===== config.mk =====
export PLATFORM = sky130hd
export DESIGN_NAME = mem_port_arbiter
export DESIGN_NICKNAME = d
export VERILOG_FILES = /design/src/rtl/mem_arb_pkg.sv /design/src/rtl/arb_wait_watchdog.sv /design/src/rtl/mem_port_arbiter.sv
export SDC_FILE = /design/constraint.sdc
export NUM_CORES = 1
export LEC_CHECK = 0
export BUFFER_PORTS_ARGS = -buffer_cell sky130_fd_sc_hd__buf_4
export CAP_MARGIN = 20
export CORE_ASPECT_RATIO = 1.2
export CORE_MARGIN = 2
export CORE_UTILIZATION = 35
export CTS_CLUSTER_SIZE = 25
export DETAILED_ROUTE_END_ITERATION = 16
export GPL_ROUTABILITY_DRIVEN = 0
export GPL_TIMING_DRIVEN = 0
export HOLD_SLACK_MARGIN = 0.15
export SETUP_SLACK_MARGIN = 0.5
export SKIP_CTS_REPAIR_TIMING = 1
export SLEW_MARGIN = 5
export SYNTH_ARGS = -nofsm -noshare
export SYNTH_HDL_FRONTEND = slang
export SYNTH_SLANG_ARGS = --single-unit

===== constraint.sdc =====
create_clock -name clk -period 4.4 [get_ports clk]
set_input_delay 0.22 -clock clk [delete_from_list [all_inputs] [get_ports clk]]
set_output_delay 0.22 -clock clk [all_outputs]
set_load 0.02 [all_outputs]

===== src/rtl/mem_arb_pkg.sv =====
// Shared types and constants for the unified-memory port arbiter.
package mem_arb_pkg;

    // Arbiter FSM states: idle, or one port owning the memory.
    typedef enum logic [1:0] {
        IDLE    = 2'd0,
        IF_BUSY = 2'd1,
        DM_BUSY = 2'd2
    } arb_state_e;

    // Port identifiers, used for the round-robin last-grant memory.
    localparam logic PORT_IF = 1'b0;
    localparam logic PORT_DM = 1'b1;

endpackage


===== src/rtl/arb_wait_watchdog.sv =====
// Wait-cycle counter for a busy memory transaction. It is cleared on grant,
// counts while enabled, stops at MAX_WAIT, and flags that terminal count.
module arb_wait_watchdog #(
    parameter int MAX_WAIT = 15
) (
    input  logic clk,
    input  logic rst,
    input  logic clr_i,
    input  logic en_i,
    output logic tc_o
);

    localparam int CNT_W = $clog2(MAX_WAIT + 1);
    localparam logic [CNT_W-1:0] TERM = CNT_W'(MAX_WAIT);

    logic [CNT_W-1:0] cnt_q, cnt_d;

    // Next count: clear has priority, then saturating increment.
    always_comb begin
        // NOTE: the default assignment comes first so that no path leaves cnt_d unassigned, which would infer a latch.
        cnt_d = cnt_q;
        if (clr_i) begin
            cnt_d = '0;
        end else if (en_i && (cnt_q != TERM)) begin
            cnt_d = cnt_q + 1'b1;
        end
    end

    // Count register.
    always_ff @(posedge clk or posedge rst) begin
        // NOTE: clocked state uses non-blocking assignments only, so every register samples pre-edge values.
        if (rst) begin
            cnt_q <= '0;
        end else begin
            cnt_q <= cnt_d;
        end
    end

    assign tc_o = (cnt_q == TERM);

endmodule


===== src/rtl/mem_port_arbiter.sv =====
// Shares one single-ported, variable-latency memory between instruction fetch
// (IF) and data access (DM). Requests are granted round-robin, each access runs
// a request/ready handshake with registered responses, and a watchdog aborts
// transactions that never see mem_ready.
module mem_port_arbiter
    import mem_arb_pkg::*;
#(
    parameter int ADDR_W   = 32,
    parameter int DATA_W   = 32,
    parameter int MAX_WAIT = 15
) (
    input  logic              clk,
    input  logic              rst,
    input  logic              if_req,
    input  logic [ADDR_W-1:0] if_addr,
    output logic [DATA_W-1:0] if_rdata,
    output logic              if_ack,
    input  logic              dm_req,
    input  logic              dm_we,
    input  logic [ADDR_W-1:0] dm_addr,
    input  logic [DATA_W-1:0] dm_wdata,
    output logic [DATA_W-1:0] dm_rdata,
    output logic              dm_ack,
    output logic              mem_req,
    output logic              mem_we,
    output logic [ADDR_W-1:0] mem_addr,
    output logic [DATA_W-1:0] mem_wdata,
    input  logic [DATA_W-1:0] mem_rdata,
    input  logic              mem_ready,
    output logic              stall_if,
    output logic              stall_pipe,
    output logic              err_timeout
);

    arb_state_e        state_q, state_d;
    logic              last_grant_q, last_grant_d;
    logic              mem_req_q, mem_req_d;
    logic              mem_we_q, mem_we_d;
    logic [ADDR_W-1:0] mem_addr_q, mem_addr_d;
    logic [DATA_W-1:0] mem_wdata_q, mem_wdata_d;
    logic [DATA_W-1:0] if_rdata_q, if_rdata_d;
    logic [DATA_W-1:0] dm_rdata_q, dm_rdata_d;
    logic              if_ack_q, if_ack_d;
    logic              dm_ack_q, dm_ack_d;
    logic              err_q, err_d;

    logic elig_if, elig_dm, grant_if, grant_dm;
    logic wd_clr, wd_en, wd_tc;

    // A port is ignored in its own ack cycle so a held request is not re-granted at once.
    assign elig_if  = if_req & ~if_ack_q;
    assign elig_dm  = dm_req & ~dm_ack_q;
    assign grant_dm = elig_dm & (~elig_if | (last_grant_q == PORT_IF));
    assign grant_if = elig_if & ~grant_dm;

    arb_wait_watchdog #(
        .MAX_WAIT (MAX_WAIT)
    ) u_wait_watchdog (
        .clk   (clk),
        .rst   (rst),
        .clr_i (wd_clr),
        .en_i  (wd_en),
        .tc_o  (wd_tc)
    );

    // Next-state, grant, completion and abort logic.
    always_comb begin
        state_d      = state_q;
        last_grant_d = last_grant_q;
        mem_req_d    = mem_req_q;
        mem_we_d     = mem_we_q;
        mem_addr_d   = mem_addr_q;
        mem_wdata_d  = mem_wdata_q;
        if_rdata_d   = if_rdata_q;
        dm_rdata_d   = dm_rdata_q;
        if_ack_d     = 1'b0;
        dm_ack_d     = 1'b0;
        err_d        = err_q;
        wd_clr       = 1'b0;
        wd_en        = 1'b0;

        case (state_q)
            IDLE: begin
                if (grant_dm) begin
                    state_d      = DM_BUSY;
                    mem_req_d    = 1'b1;
                    mem_we_d     = dm_we;
                    mem_addr_d   = dm_addr;
                    mem_wdata_d  = dm_wdata;
                    last_grant_d = PORT_DM;
                    wd_clr       = 1'b1;
                end else if (grant_if) begin
                    state_d      = IF_BUSY;
                    mem_req_d    = 1'b1;
                    mem_we_d     = 1'b0;
                    mem_addr_d   = if_addr;
                    last_grant_d = PORT_IF;
                    wd_clr       = 1'b1;
                end
            end

            IF_BUSY, DM_BUSY: begin
                if (mem_ready) begin
                    state_d   = IDLE;
                    mem_req_d = 1'b0;
                    mem_we_d  = 1'b0;
                    if (state_q == IF_BUSY) begin
                        if_ack_d   = 1'b1;
                        if_rdata_d = mem_rdata;
                    end else begin
                        dm_ack_d = 1'b1;
                        // Stores leave the last load data visible.
                        if (!mem_we_q) begin
                            dm_rdata_d = mem_rdata;
                        end
                    end
                end else if (wd_tc) begin
                    // Hung transaction: release the memory and complete with zero data.
                    state_d   = IDLE;
                    mem_req_d = 1'b0;
                    mem_we_d  = 1'b0;
                    err_d     = 1'b1;
                    if (state_q == IF_BUSY) begin
                        if_ack_d   = 1'b1;
                        if_rdata_d = '0;
                    end else begin
                        dm_ack_d   = 1'b1;
                        dm_rdata_d = '0;
                    end
                end else begin
                    wd_en = 1'b1;
                end
            end

            default: begin
                state_d   = IDLE;
                mem_req_d = 1'b0;
                mem_we_d  = 1'b0;
            end
        endcase
    end

    // State and output registers; reset drops any in-flight access immediately.
    always_ff @(posedge clk or posedge rst) begin
        // NOTE: the datapath registers are reset too, because the interface promises all-zero outputs straight out of reset.
        if (rst) begin
            state_q      <= IDLE;
            last_grant_q <= PORT_IF;
            mem_req_q    <= 1'b0;
            mem_we_q     <= 1'b0;
            mem_addr_q   <= '0;
            mem_wdata_q  <= '0;
            if_rdata_q   <= '0;
            dm_rdata_q   <= '0;
            if_ack_q     <= 1'b0;
            dm_ack_q     <= 1'b0;
            err_q        <= 1'b0;
        end else begin
            state_q      <= state_d;
            last_grant_q <= last_grant_d;
            mem_req_q    <= mem_req_d;
            mem_we_q     <= mem_we_d;
            mem_addr_q   <= mem_addr_d;
            mem_wdata_q  <= mem_wdata_d;
            if_rdata_q   <= if_rdata_d;
            dm_rdata_q   <= dm_rdata_d;
            if_ack_q     <= if_ack_d;
            dm_ack_q     <= dm_ack_d;
            err_q        <= err_d;
        end
    end

    assign mem_req     = mem_req_q;
    assign mem_we      = mem_we_q;
    assign mem_addr    = mem_addr_q;
    assign mem_wdata   = mem_wdata_q;
    assign if_rdata    = if_rdata_q;
    assign dm_rdata    = dm_rdata_q;
    assign if_ack      = if_ack_q;
    assign dm_ack      = dm_ack_q;
    assign err_timeout = err_q;

    // Stalls are combinational so the pipeline freezes in the same cycle a request appears.
    assign stall_if   = if_req & ~if_ack_q;
    assign stall_pipe = dm_req & ~dm_ack_q;

endmodule

==> results.ini <==
[placement]
pre_cts_ws_ps = 2450
io_buffers = 268
place_area_sq_um = 8740
hpwl_um = 15200

[synthesis]
synth_area_leader_cell = dfrtp_1
synth.distinct_cells = 41
netlist_top_cells_area = dfrtp_1 55%, mux2_2 5.6%, a32o_1 5.3%
ys_seq_area_share_pct = 54.9
yosysWarnings = 0
synth_area_sq_um = 6380
synthArstFlopShare_pct = 100
synth_nets = 681
ys.flop_type = dfrtp_1
syn_inst = 544
synth_top_area_share_pct = 54.9
ys_seq_elements = 140
avgSynthCellArea_sq_um = 11.7
synth_edf_count = 0

[detailed_routing]
routedWlPerCell_um = 18.1
maxUsedRoutingLayer = met4
drc = 0
postRouteAntennaNets = 0
routed_wl_um = 21200
dr_wl_met2_um = 10600
via_count = 6201
drt_iter0_drc = 253
firstDrtPassIters = 5
dr_wl_met3_um = 1820
vias_per_cell = 5.31
wl_met1_um = 8400

[floorplan]
die_x_um = 127
die_h_um = 152
die_area_sq_um = 19300
rows = 54
start_util_pct = 35.4
core_area_sq_um = 18000
num_io_pins = 269

[timing]
finalSetupViolCount = 0
setup_slack_ps = 2410
hold_slack_ps = 210
clock_skew_ps = 12.3
min_period_over_period_pct = 45.3
clock.fmax_mhz = 502
min_period_ps = 1990
hold_violations = 0
relSlewSlack_pct = 57.5
grt_setup_unrepaired = false
setup_tns_ps = 0
maxSlewViolCount = 0
tightestPinTransition_ps = 636

[power_and_ir_drop]
leakagePower_nw = 4.88
irDropWorstVdd_mv = 0.328
total_power_mw = 7.64
power_density_nw_per_um2 = 738

[setup_path]
path_common_cell = buf_4
cp_slowest_cell = dfrtp_1
critPathMaxStageDelay_ps = 500
crit_family = buffers and inverters
critPathKind = reg -> out
crit_arrival_ps = 1770
crit_buf_inv = 3
path_cells = nand2b_2 > buf_4 > inv_1 > buf_4
cp_max_fo = 10
cp_data_required_time_ps = 4180
cp-start-kind = register
cp-end-kind = output pin

[clocking]
cts_sinks = 140
insertion_delay_ps = 420
cts.clk_slew.worst_paths_ps = 60
cts_tree = done
clockRootBuffer = clkbuf_16
cts_buffers = 17
ctsLongestPathBuffers = 2
ctsHtreeMaxLevel = 4

[global_route]
gr-usage-all-layers_pct = 21.0
antenna_found_initial = 0
grt_max_degree = 41
grt_pass1_vias = 6155
overflow = 0
grt_pass1_wl_um = 32500

[min_path]
hp-class = in -> reg

[finish]
fin_nets = 1068
syn2layout_area_growth_pct = 62.3
fillers = 1517
postLayoutCellArea_sq_um = 10400
diodes = 0
drive_gt1_share_pct = 38.9

[run]
max-cap-violations = 0

[run_status]
status = complete, no violations

-- worst min-delay path: cells and delay by family --
family,cells,cell delay (ps)
buffers and inverters,1,120
AO/OA/AOI/OAI,1,60
AND/OR/NAND/NOR,2,180
-- placed cells by master (no fill, tap or decap), types with 2 or more instances in the layout --
| cell | n |
|---|---|
| buf_4 | 273 |
| dfrtp_1 | 140 |
| dlygate4sd3_1 | 97 |
| o21ai_0 | 67 |
| clkbuf_1 | 38 |
| nand2_1 | 35 |
| a32o_1 | 34 |
| and3b_1 | 33 |
| a221oi_1 | 32 |
| a2bb2oi_1 | 32 |
| nand4_1 | 32 |
| mux2_2 | 32 |
| clkbuf_16 | 17 |
| buf_2 | 10 |
| buf_6 | 6 |
| inv_1 | 6 |
| nand3_1 | 5 |
| a21oi_1 | 4 |
| clkinvlp_4 | 4 |
| bufinv_16 | 4 |
| inv_6 | 4 |
| nor2_1 | 3 |
| ha_1 | 3 |
| buf_12 | 3 |
| nand2b_1 | 2 |
| and3_1 | 2 |
| buf_1 | 2 |
| clkinv_4 | 2 |
-- report_power, final --
part	internal [mW]	total [mW]	switching (mW)
clock network	0.977	1.56	0.587
registers	1.89	2.27	0.374
logic	1.73	3.81	2.08
total	4.60	7.64	3.04
-- flip-flops by register name, summed over array words and instances, names as in the netlist, 2 cells and up --
register               cells
mem_wdata                 32
if_rdata                  32
state_q                    2
mem_addr                  32
dm_rdata                  32
u_wait_watchdog.cnt_q      4
-- final timing paths --
kind,depth (start not counted),to,slack (ps),from
worst min-delay path,4,u_wait_watchdog.cnt_q[1],210,mem_ready
min in group asynchronous,3,if_rdata[20],450,rst
worst max register to register,6,dm_rdata[29],2450,state_q[0]
max in group asynchronous,4,mem_wdata[17],3340,rst
worst max-delay path,4,stall_pipe,2410,dm_ack
worst min register to register,1,err_timeout,490,err_timeout
-- stage by stage --
stage	utilization [%]	cells
finish	57.4	1168
global route	57.4	1168
CTS	52.0	1071
detailed placement	48.4	1039
global placement	48.1	1036
floorplan	-	544
-- cells by family after synthesis --
family | count (synthesis) | synth area share, %
AOI/OAI and AO/OA | 177 | 21.3
adders and majority gates | 3 | 0.588
buffers and inverters | 69 | 5.26
DFF | 140 | 54.9
muxes | 32 | 5.65
and+or+nand+nor | 123 | 12.3
-- layer usage --
| layer | vias to the layer above | global-route usage, % |
|---|---|---|
| li1 | 2873 | - |
| met1 | 3011 | 25.5 |
| met2 | 284 | 34.6 |
| met3 | 33 | 7.82 |
| met4 | 0 | 6.38 |
| met5 | - | 0 |
-- synth_stat cells (2+ instances only) --
| master | instances |
|---|---|
| buf_2 | 10 |
| nand2_1 | 35 |
| dfrtp_1 | 140 |
| ha_1 | 3 |
| buf_4 | 5 |
| nand4_1 | 32 |
| nand2b_1 | 2 |
| o21ai_0 | 67 |
| a21oi_1 | 4 |
| mux2_2 | 32 |
| clkbuf_1 | 38 |
| buf_1 | 2 |
| nor2_1 | 3 |
| a221oi_1 | 32 |
| a2bb2oi_1 | 32 |
| nand3_1 | 5 |
| and3_1 | 2 |
| and3b_1 | 33 |
| a32o_1 | 34 |
| inv_1 | 7 |
| buf_6 | 6 |
-- layout make-up --
| class | count | area, sq um | share of cell area (%) |
|---|---|---|---|
| Tap cell | 224 | 280 | 2.71 |
| Clock buffer | 18 | 439 | 4.24 |
| Buffer | 61 | 305 | 2.95 |
| Multi-Input combinational cell | 335 | 2540 | 24.6 |
| Timing Repair Buffer | 368 | 3040 | 29.4 |
| Inverter | 8 | 33.8 | 0.326 |
| Sequential cell | 140 | 3500 | 33.8 |
| Clock inverter | 14 | 206 | 1.99 |
No activity file was read; power rests on OpenSTA's default activity.
